**src/rtl/ptcalc_pkg.sv**
```systemverilog
// Shared constants for the ptcalc multiply-accumulate pipeline.
// Default operand/result widths and DOUT clip limits.
package ptcalc_pkg;

  localparam int DIN0_W_DEF    = 19;
  localparam int DIN1_W_DEF    = 12;
  localparam int DOUT_W_DEF    = 31;
  localparam int ACC_GUARD_DEF = 8;

  localparam logic signed [DOUT_W_DEF-1:0] DOUT_MAX =
    {1'b0, {(DOUT_W_DEF-1){1'b1}}};
  localparam logic signed [DOUT_W_DEF-1:0] DOUT_MIN =
    {1'b1, {(DOUT_W_DEF-1){1'b0}}};

endpackage

```
**src/rtl/ptcalc_pipe_mac_satrnd.sv**
```systemverilog
// Round-half-up arithmetic shift followed by signed saturation.
// Purely combinational; one extra bit keeps the rounding add exact.
module ptcalc_pipe_mac_satrnd #(
  parameter int ACC_WIDTH  = 39,
  parameter int DOUT_WIDTH = 31,
  parameter int SHIFT      = 0
) (
  input  logic [ACC_WIDTH-1:0]  sum,
  output logic [DOUT_WIDTH-1:0] dout,
  output logic                  sat
);

  localparam int RW = ACC_WIDTH + 1;

  localparam logic [RW-1:0] RND = ((RW)'(1) << SHIFT) >> 1;

  localparam logic signed [RW-1:0] MAXV =
    (RW)'({1'b0, {(DOUT_WIDTH-1){1'b1}}});
  localparam logic signed [RW-1:0] MINV = ~MAXV;

  logic signed [RW-1:0] ext;
  logic signed [RW-1:0] biased;
  logic signed [RW-1:0] rnd;

  assign ext    = $signed({sum[ACC_WIDTH-1], sum});
  assign biased = ext + $signed(RND);
  assign rnd    = biased >>> SHIFT;

  always_comb begin
    sat  = 1'b0;
    dout = rnd[DOUT_WIDTH-1:0];
    if (rnd > MAXV) begin
      sat  = 1'b1;
      dout = MAXV[DOUT_WIDTH-1:0];
    end else if (rnd < MINV) begin
      sat  = 1'b1;
      dout = MINV[DOUT_WIDTH-1:0];
    end
  end

endmodule

```
**src/rtl/ptcalc_pipe_mac.sv**
```systemverilog
// Pipelined signed multiply-accumulate with round/saturate output.
// Whole pipe advances on ce = !out_valid | out_ready.
module ptcalc_pipe_mac
  import ptcalc_pkg::*;
#(
  parameter int DIN0_WIDTH = DIN0_W_DEF,
  parameter int DIN1_WIDTH = DIN1_W_DEF,
  parameter int DOUT_WIDTH = DOUT_W_DEF,
  parameter int NUM_STAGE  = 3,
  parameter int SHIFT      = 0,
  parameter int ACC_GUARD  = ACC_GUARD_DEF
) (
  input  logic                  ap_clk,
  input  logic                  ap_rst_n,
  input  logic                  in_valid,
  output logic                  in_ready,
  input  logic [DIN0_WIDTH-1:0] din0,
  input  logic [DIN1_WIDTH-1:0] din1,
  input  logic                  in_acc,
  output logic                  out_valid,
  input  logic                  out_ready,
  output logic [DOUT_WIDTH-1:0] dout,
  output logic                  out_sat
);

  localparam int PW        = DIN0_WIDTH + DIN1_WIDTH;
  localparam int ACC_WIDTH = PW + ACC_GUARD;
  localparam int PD        = NUM_STAGE - 2;

  logic ce;

  assign ce       = !out_valid | out_ready;
  assign in_ready = ce;

  logic signed [DIN0_WIDTH-1:0] a_q;
  logic signed [DIN1_WIDTH-1:0] b_q;
  logic                         acc1;
  logic                         v1;

  always_ff @(posedge ap_clk or negedge ap_rst_n) begin
    if (!ap_rst_n) v1 <= 1'b0;
    else if (ce)   v1 <= in_valid;
  end

  always_ff @(posedge ap_clk) begin
    if (ce) begin
      a_q  <= din0;
      b_q  <= din1;
      acc1 <= in_acc;
    end
  end

  logic signed [PW-1:0] prod_n;
  logic                 acc_n;
  logic                 v_n;

  generate
    if (PD == 0) begin : g_comb
      assign prod_n = PW'(a_q) * PW'(b_q);
      assign acc_n  = acc1;
      assign v_n    = v1;
    end else begin : g_pipe
      logic signed [PW-1:0] p_q [PD];
      logic [PD-1:0]        pv;
      logic [PD-1:0]        pa;

      always_ff @(posedge ap_clk or negedge ap_rst_n) begin
        if (!ap_rst_n) begin
          pv <= '0;
        end else if (ce) begin
          pv[0] <= v1;
          for (int i = 1; i < PD; i++) pv[i] <= pv[i-1];
        end
      end

      // Unreset product registers let the multiply map into DSP regs.
      always_ff @(posedge ap_clk) begin
        if (ce) begin
          p_q[0] <= PW'(a_q) * PW'(b_q);
          pa[0]  <= acc1;
          for (int i = 1; i < PD; i++) begin
            p_q[i] <= p_q[i-1];
            pa[i]  <= pa[i-1];
          end
        end
      end

      assign prod_n = p_q[PD-1];
      assign acc_n  = pa[PD-1];
      assign v_n    = pv[PD-1];
    end
  endgenerate

  logic [ACC_WIDTH-1:0]  acc_r;
  logic [ACC_WIDTH-1:0]  sum;
  logic [DOUT_WIDTH-1:0] dout_n;
  logic                  sat_n;

  assign sum = (acc_n ? acc_r : '0) + ACC_WIDTH'(prod_n);

  ptcalc_pipe_mac_satrnd #(
    .ACC_WIDTH  (ACC_WIDTH),
    .DOUT_WIDTH (DOUT_WIDTH),
    .SHIFT      (SHIFT)
  ) u_satrnd (
    .sum  (sum),
    .dout (dout_n),
    .sat  (sat_n)
  );

  always_ff @(posedge ap_clk or negedge ap_rst_n) begin
    if (!ap_rst_n) begin
      out_valid <= 1'b0;
      acc_r     <= '0;
      dout      <= '0;
      out_sat   <= 1'b0;
    end else if (ce) begin
      out_valid <= v_n;
      if (v_n) begin
        acc_r   <= sum;
        dout    <= dout_n;
        out_sat <= sat_n;
      end
    end
  end

endmodule

```
**config.mk**
```make
export PLATFORM = sky130hd
export DESIGN_NAME = ptcalc_pipe_mac
export DESIGN_NICKNAME = d
export VERILOG_FILES = /design/src/rtl/ptcalc_pkg.sv /design/src/rtl/ptcalc_pipe_mac_satrnd.sv /design/src/rtl/ptcalc_pipe_mac.sv
export SDC_FILE = /design/constraint.sdc
export NUM_CORES = 1
export LEC_CHECK = 0
export BUFFER_PORTS_ARGS = -buffer_cell sky130_fd_sc_hd__clkbuf_2
export CAP_MARGIN = 20
export CORE_UTILIZATION = 50
export CTS_CLUSTER_DIAMETER = 100
export DETAILED_ROUTE_END_ITERATION = 8
export PLACE_DENSITY = 0.8
export SLEW_MARGIN = 10
export SYNTH_ARGS = -nofsm -noshare
export SYNTH_HDL_FRONTEND = slang
export SYNTH_SLANG_ARGS = --single-unit
export TNS_END_PERCENT = 100
```
**constraint.sdc**
```tcl
create_clock -name ap_clk -period 5.4 [get_ports ap_clk]
set_clock_uncertainty 0.15 [all_clocks]
set_input_delay 0.54 -clock ap_clk [delete_from_list [all_inputs] [get_ports ap_clk]]
set_output_delay 0.54 -clock ap_clk [all_outputs]
set_load 0.02 [all_outputs]
```
Word level (Yosys, flattened, before mapping)
Memories as Yosys holds them, arrays and structs flattened.
Index checks and enable logic that the tools add are counted.
{"block": "word_totals", "reg_bits": 107, "ram_bits": 31, "input_bits": 36, "output_inout_bits": 34, "elab_cells": 25, "mem_count": 1}
{"name": "g_pipe.p_q", "depth": 1, "width": 31, "read_ports": 1, "rd_ports_with_merged_regs": 0, "write_ports": 1, "line_no": "ptcalc_pipe_mac.sv:63", "source": "logic signed [PW-1:0] p_q [PD];"}
{"block": "classes", "add_sub_neg": 1, "mul": 1, "magnitude_cmp": 2, "mux": 7, "bitwise_logic": 1, "n_reduce_logical": 2}
{"operator": "$mux 31", "n": 2}
{"operator": "$add 39x39->39", "n": 1}
{"operator": "$gt 39x31->1 const B", "n": 1}
{"operator": "$lt 39x31->1 const B", "n": 1}
{"operator": "$mux 39", "n": 1}
{"operator": "$mul 19x12->31", "n": 1}
{"operator": "$mux 1", "n": 4}
{"operator": "$reduce_and 2->1", "n": 1}
{"operator": "$logic_not 1->1", "n": 1}
{"operator": "$or 1x1->1", "n": 1}

Logic depth before layout (Yosys ltp)
Gate-level depths: netlist (run 1).
{"block": "depth", "depth_word": 5, "mapped_depth": 24, "depth_no_buf": 22}

Hierarchy
From an unflattened synthesis (run 1), not the netlist that was laid out.
{"block": "hier_totals", "cells_unflattened": 1636, "hier_area_um2": 15900.2}
{"mod": "ptcalc_pipe_mac", "instances": 1, "cells_per_inst": 1553, "area_each_um2": 15352.2, "seq_area_each_um2": 3773.6}
{"mod": "ptcalc_pipe_mac_satrnd", "instances": 1, "cells_per_inst": 83, "area_each_um2": 548.0, "seq_area_each_um2": 0.0}

Least setup slack after synthesis (run 1)
Ideal clock, no wire load.
{"block": "synth_path", "path_kind": "reg-to-reg", "start": "register b_q[5]", "end": "memory g_pipe.p_q[0][30] (netlist bit), data pin", "setup_ns": 0.262, "arrival_time_ns": 5.621, "required_time_ns": 4.988, "setup_slack_ns": -0.633, "stages_incl_launch_ff": 23, "path_buffers": 2, "synth_period_minus_slack_ns": 6.033, "cell_sequence": "edfxtp_1 > clkbuf_1 > buf_1 > nand2_1 > fa_1 > fa_1 > inv_1 > fa_1 > fa_1 > inv_1 > fa_1 > inv_1 > ha_1 > a21o_1 > a21o_1 > a21o_1 > nor3_1 > o21ai_0 > nand3_1 > a21bo_2 > a21oi_1 > a211oi_1 > xnor2_1"}
{"block": "synth_via", "elab_chain_cells": 1}
{"item": "start, declared", "line_no": "ptcalc_pipe_mac.sv:36", "source": "logic signed [DIN1_WIDTH-1:0] b_q;"}
{"item": "start signal, assigned", "line_no": "ptcalc_pipe_mac.sv:48", "source": "b_q <= din1;"}
{"item": "$mul 19x12->31", "line_no": "ptcalc_pipe_mac.sv:79", "source": "p_q[0] <= PW'(a_q) * PW'(b_q);"}
{"item": "end, declared", "line_no": "ptcalc_pipe_mac.sv:63"}
Every way passes these cells.

Worst setup path after layout (run 1)
{"block": "layout_path", "start": "register a_q[5]", "end": "memory g_pipe.p_q[0][30] (netlist bit), data pin"}
{"block": "layout_via", "elab_chain_cells": 1}
{"item": "start, declared", "line_no": "ptcalc_pipe_mac.sv:35", "source": "logic signed [DIN0_WIDTH-1:0] a_q;"}
{"item": "start signal, assigned", "line_no": "ptcalc_pipe_mac.sv:47", "source": "a_q <= din0;"}
{"item": "$mul 19x12->31", "line_no": "ptcalc_pipe_mac.sv:79"}
Every way passes these cells.

==> results of run 1 <==
## routing by layer
metal | share of wire | up-vias
met4 | 0.013 | 0
li1 | - | 5376
met2 | 0.49 | 303
met1 | 0.45 | 5653
met3 | 0.046 | 39
met5 | 0 | -
## cell families after synthesis
kind of cell	Yosys count	synth area share
multiplexers	2	0.00148
flip-flops	138	0.248
buffers and inverters	333	0.0838
AO/OA/AOI/OAI	217	0.0981
XOR/XNOR	70	0.0408
AND/OR/NAND/NOR	543	0.168
adder cells (fa/ha/maj)	312	0.360
## repair_timing
action,in CTS,in global routing
endpoints found under the setup margin,11,13
setup buffers,9,7
pin swaps,8,13
gates resized for setup,28,33
## registers in the layout, indices dropped and copies added, names as in the netlist
name and flops:
a_q 19, acc1 1, acc_n 1, acc_r 39
b_q 12, dout 31, g_pipe.p_q 31, g_pipe.pv 1
out_sat 1, out_valid 1, v1 1
## worst min path at each step
stage | from | to | cells after the start
5_1_grt | din1[11] | b_q[11]$_DFFE_PN_ | 1
4_1_cts | din1[11] | b_q[11]$_DFFE_PN_ | 1
2_1_floorplan | ap_rst_n | acc_r[0]$_DFFE_PN0P_ | 0
3_5_place_dp | acc1$_DFFE_PN_ | acc_n$_DFFE_PN_ | 0
6_report | ap_rst_n | acc_r[5]$_DFFE_PN0P_ | 1
3_3_place_gp | acc1$_DFFE_PN_ | acc_n$_DFFE_PN_ | 0
## metrics by stage
step	TNS [ps]	setup WS (ps)	util	std cells	area (um2)
finish	-586	-112	0.590	2139	17600
floorplan	-82.1	-44.5	-	1615	15500
global placement	-520	-141	0.557	2091	16600
global route	-2100	-316	0.590	2139	17600
detailed placement	-1650	-295	0.557	2091	16600
CTS	-227	-63.8	0.583	2132	17400
## cells in the final DEF (no fill, tap or decap), drive strengths merged, types with 2 or more instances in the layout
master / count
nand2: 295
inv: 265
fa: 209
and2: 122
buf: 110
ha: 103
clkbuf: 89
dfrtp: 74
edfxtp: 64
a21oi: 62
xnor2: 52
o21ai: 42
nor2: 40
a21o: 28
o211ai: 28
xor2: 18
nand3: 18
nor3: 15
and3: 14
o21bai: 9
nand4: 9
a31oi: 8
o311ai: 8
nand2b: 8
a211oi: 8
nor4: 8
nor2b: 7
o211a: 3
o21a: 3
a311oi: 3
a41o: 2
mux2: 2
clkinv: 2
or2: 2
a41oi: 2
o31ai: 2
## area by class of cell
class / count / area [um2] / area share
Clock buffer: 21 / 493 / 0.0280
Clock inverter: 11 / 91.3 / 0.00519
Inverter: 257 / 968 / 0.0551
Multi-Input combinational cell: 1144 / 10500 / 0.597
Sequential cell: 138 / 3770 / 0.215
Tap cell: 390 / 488 / 0.0278
Timing Repair Buffer: 178 / 1270 / 0.0720
## worst max-delay path, cell delays in order (launching register included)
cell      delay, ps
edfxtp_1        390
buf_6           140
buf_4           110
nand2_2          60
fa_1            530
inv_1            60
fa_1            550
fa_1            420
fa_1            480
inv_1            50
fa_1            520
inv_1            60
ha_4            260
buf_4           140
nand2_1          70
a211oi_2        220
nor3_4           90
o21ai_2         190
nand3_2         110
a21bo_4         260
a21oi_4         160
a211oi_2         90
xnor2_1         130
==> flow_summary.json, run 1 <==
{
  "outcome": "complete, but fails checks",
  "violations": "negative setup slack",
  "rows": 63,
  "synth_top_area_share": 0.275,
  "fin_crit_ps": 5510,
  "clk_pin_slew_worst_paths_ps": 70,
  "die_x_um": 176,
  "io_pins": 70,
  "synth_area_leaders": "fa_1 28%, edfxtp_1 13%, dfrtp_1 12%",
  "syn_inst": 1615,
  "finalMaxSlewViolations": 0,
  "post-route-period-util": 1.02,
  "yosys.area.top_type": "fa_1",
  "fmaxAchievable_mhz": 181,
  "initialDrtViolationCount": 647,
  "dp_hpwl_mm": 26.9,
  "grtUsageMet2": 0.396,
  "synth_edf_count": 64,
  "synth_area_um2": 15200,
  "h-tree-depth": 4,
  "cts_root_buf": "clkbuf_16",
  "drc_errors": 0,
  "portBuffers": 69,
  "cts_inserted_buffers": 17,
  "gp_congestion": 0.923,
  "rr_startpoint": "a_q[5]$_DFFE_PN_",
  "postCtsHoldBufs": 0,
  "grt_use_met1": 0.308,
  "max_cap_violations": 0,
  "worst_ep_arrival_time_ps": 5550,
  "area_delta_synth_final_pct": 15.6,
  "timing.hold.ws_ps": 89.0,
  "required_ps": 5430,
  "core_um2": 29800,
  "final_nets": 2084,
  "vias_per_cell": 5.32,
  "synth_cell_types": 67,
  "ys_seq_area_frac": 0.248,
  "crit_end": "g_pipe.p_q[0][30]$_DFFE_PN_",
  "synth_common_cells": "295 x nand2_1, 256 x inv_1, 209 x fa_1",
  "synth_seq_cells": 138,
  "die_h_um": 176,
  "dr_total_vias": 11400,
  "ys_async_sr_fraction": 0.536,
  "yosys_warnings": 0,
  "nFillCells": 2460,
  "drive_above_1_share": 0.172,
  "hold_viol": 0,
  "grt_max_degree": 75,
  "synth_nets": 1963,
  "clock_latency_ps": 450,
  "hold_class": "in -> async",
  "wl_mm": 34.6,
  "fin_ws_ps": -112,
  "first_global_vias": 11900,
  "grt_use_total": 0.232,
  "grt_pass1_wl_mm": 57.1,
  "avgSynthCellArea_um2": 9.41,
  "crit_start": "a_q[5]$_DFFE_PN_",
  "clock-sinks": 138,
  "antenna_found_initial": 0,
  "antenna_left": 0,
  "diodes": 0,
  "rsz0062_at_grt": "true",
  "grt_overflow_total": 0,
  "worstMarginPinSlew_ps": 950,
  "r2r_slack_ps": -110,
  "first_pass_iters": 6,
  "start_util": 0.510,
  "r2r-end": "g_pipe.p_q[0][30]$_DFFE_PN_",
  "yosysMostFrequentCell": "nand2_1",
  "synth_flop_cell": "dfrtp_1",
  "setup_viol": 7,
  "startpoint_type": "register",
  "cts_tree": "yes",
  "critPathCaptureType": "register",
  "use_met3": 0.0349,
  "grt_busiest_layer": "met2",
  "wire_per_inst_um": 16.2,
  "reg2regPathDepth": 22,
  "die_area_um2": 31100,
  "path_class": "reg -> reg",
  "crit_path_max_fanout": 5,
  "slew_headroom": 0.367,
  "clockBufferDepth": 2
}
Power of run 1 is left out: the tool's default activity adds up to more than one toggle a clock period on the data nets, which glitch-free logic cannot reach.
==> run 2, diff against run 1 <==
--- a/config.mk
+++ b/config.mk
@@ -10,7 +10,7 @@
 export CORE_UTILIZATION = 50
 export CTS_CLUSTER_DIAMETER = 100
 export DETAILED_ROUTE_END_ITERATION = 8
-export PLACE_DENSITY = 0.8
+export PLACE_DENSITY = 0.77
 export SLEW_MARGIN = 10
 export SYNTH_ARGS = -nofsm -noshare
 export SYNTH_HDL_FRONTEND = slang
==> constraint.sdc (replaced) <==
create_clock -name ap_clk -period 5.5 [get_ports ap_clk]
set_clock_uncertainty 0.15 [all_clocks]
set_input_delay 0.55 -clock ap_clk [delete_from_list [all_inputs] [get_ports ap_clk]]
set_output_delay 0.55 -clock ap_clk [all_outputs]
set_load 0.02 [all_outputs]
==> run 2 against run 1 <==
Compared with the run above:
- the run still ends with negative setup slack left
- critical path depth is 2 lower
- routed wire length increased by 5.9%
- sequential cell count unchanged
- die area unchanged
- critical endpoint is now g_pipe.p_q[0][21]$_DFFE_PN_
- largest cell class unchanged
==> flow_summary.json, run 2 (synthesis gave the netlist of run 1 again) <==
{
  "finalMaxSlewViolations": 0,
  "largestRegisters": "acc_r (39), dout (31), g_pipe.p_q (31)",
  "critPathMaxStageDelay_ps": 570,
  "drc_errors": 0,
  "worstMarginPinSlew_ps": 950,
  "drive_above_1_share": 0.196,
  "fin_ws_ps": -117,
  "postCtsHoldBufs": 0,
  "vias_per_cell": 5.44,
  "dr_total_vias": 11700,
  "first_global_vias": 12200,
  "cts_inserted_buffers": 17,
  "grt_overflow_total": 0,
  "cts_root_buf": "clkbuf_16",
  "die_area_um2": 31100,
  "rsz0062_at_grt": "true",
  "diodes": 0,
  "nFillCells": 2403,
  "final_common_cell": "nand2_1",
  "outcome": "complete, but fails checks",
  "die_h_um": 176,
  "required_ps": 5540,
  "clock-sinks": 138,
  "clockBufferDepth": 2,
  "initialDrtViolationCount": 845,
  "rows": 63,
  "regMostFlops": "acc_r",
  "worst_ep_arrival_time_ps": 5660,
  "portBuffers": 69,
  "startpoint_type": "register",
  "antenna_left": 0,
  "crit_path_max_fanout": 5,
  "fin_crit_ps": 5620,
  "crit_chain": "buf_6 > buf_12 > nand2_1 > fa_1 > inv_1 > fa_2 > fa_2 > fa_1 > fa_1 > ha_4 > buf_6 > a21oi_4 > nor2b_4 > nor4_2 > nand4b_1 > buf_4 > buf_4 > buf_4 > a31oi_4 > xnor2_1",
  "fmaxAchievable_mhz": 178,
  "cts_tree": "yes",
  "clock_latency_ps": 450,
  "io_pins": 70,
  "die_x_um": 176,
  "hold_viol": 0,
  "final_cell_mix": "281 x nand2_1, 236 x inv_1, 198 x fa_1",
  "grt_pass1_wl_mm": 58.9,
  "area_delta_synth_final_pct": 17.5,
  "final_nets": 2104,
  "setup_viol": 7,
  "dp_hpwl_mm": 26.9,
  "antenna_found_initial": 1,
  "grt_max_degree": 75,
  "ff_latch_area_um2": 3770,
  "slowest_stage": "fa_2",
  "largest_register_ff_count": 39,
  "first_pass_iters": 5,
  "wl_mm": 36.6,
  "wire_per_inst_um": 17.0,
  "grt_use_total": 0.239,
  "hold_class": "in -> async",
  "core_um2": 29800,
  "slew_headroom": 0.366,
  "multi_input_area_um2": 10600,
  "clk_pin_slew_worst_paths_ps": 70,
  "critPathCaptureType": "register",
  "timing.hold.ws_ps": 84.6,
  "post-route-period-util": 1.02,
  "max_cap_violations": 0,
  "start_util": 0.510,
  "gp_congestion": 0.923,
  "h-tree-depth": 4,
  "violations": "negative setup slack",
  "path_class": "reg -> reg"
}
[run 2: worst max-delay path, delay by kind of cell (launching register included)]
family / cells / cell delay, ps
buffers and inverters: 7 / 900
XOR/XNOR: 1 / 80
flip-flops: 1 / 410
AND/OR/NAND/NOR: 4 / 630
adder cells (fa/ha/maj): 6 / 2860
AO/OA/AOI/OAI: 2 / 330
[run 2: final cells by class]
cell class,instances,share of cell area
multi-input cells,1144,0.593
repair buffers,198,0.0824
clock buffers,19,0.0248
clock inverters,13,0.00721
inverters,257,0.0541
well taps,390,0.0273
flip-flops and latches,138,0.211
[run 2: worst paths after layout]
check / start / to / slack (ps) / cells past startpoint
setup / recovery: b_q[6]$_DFFE_PN_ / g_pipe.p_q[0][21]$_DFFE_PN_ / -120 / 20
hold / removal: ap_rst_n / acc_r[3]$_DFFE_PN0P_ / 80 / 1
setup reg to reg: b_q[6]$_DFFE_PN_ / g_pipe.p_q[0][21]$_DFFE_PN_ / -120 / 20
hold reg to reg: acc1$_DFFE_PN_ / acc_n$_DFFE_PN_ / 290 / 0
max in group asynchronous: ap_rst_n / acc_r[21]$_DFFE_PN0P_ / 4480 / 1
min in group ap_clk: din0[4] / a_q[4]$_DFFE_PN_ / 120 / 1
[run 2: timing repair]
item | in CTS | in global routing
endpoints found under the setup margin | 8 | 13
setup buffers | 30 | 12
resized for setup | 38 | 89
pin swaps | 39 | 35
[run 2: per-stage QoR]
stage / area (um2) / worst slack, ps / utilization / TNS [ps] / std cells
5_1_grt: 17900 / -283 / 0.600 / -2180 / 2159
3_3_place_gp: 16500 / -39.5 / 0.554 / -119 / 2086
2_1_floorplan: 15400 / 1.49 / - / 0 / 1615
6_report: 17900 / -117 / 0.600 / -364 / 2159
3_5_place_dp: 16500 / -226 / 0.554 / -1040 / 2086
4_1_cts: 17500 / -52.4 / 0.586 / -73.0 / 2148
[run 2: layer usage]
layer / wire length, um / vias to the layer above / track usage
met4: 1050 / 2 / 0.0805
met5: 10 / - / 0
met1: 15600 / 5758 / 0.313
li1: - / 5416 / -
met2: 17900 / 455 / 0.406
met3: 2070 / 112 / 0.0349
Power of run 2 is left out for the same reason.
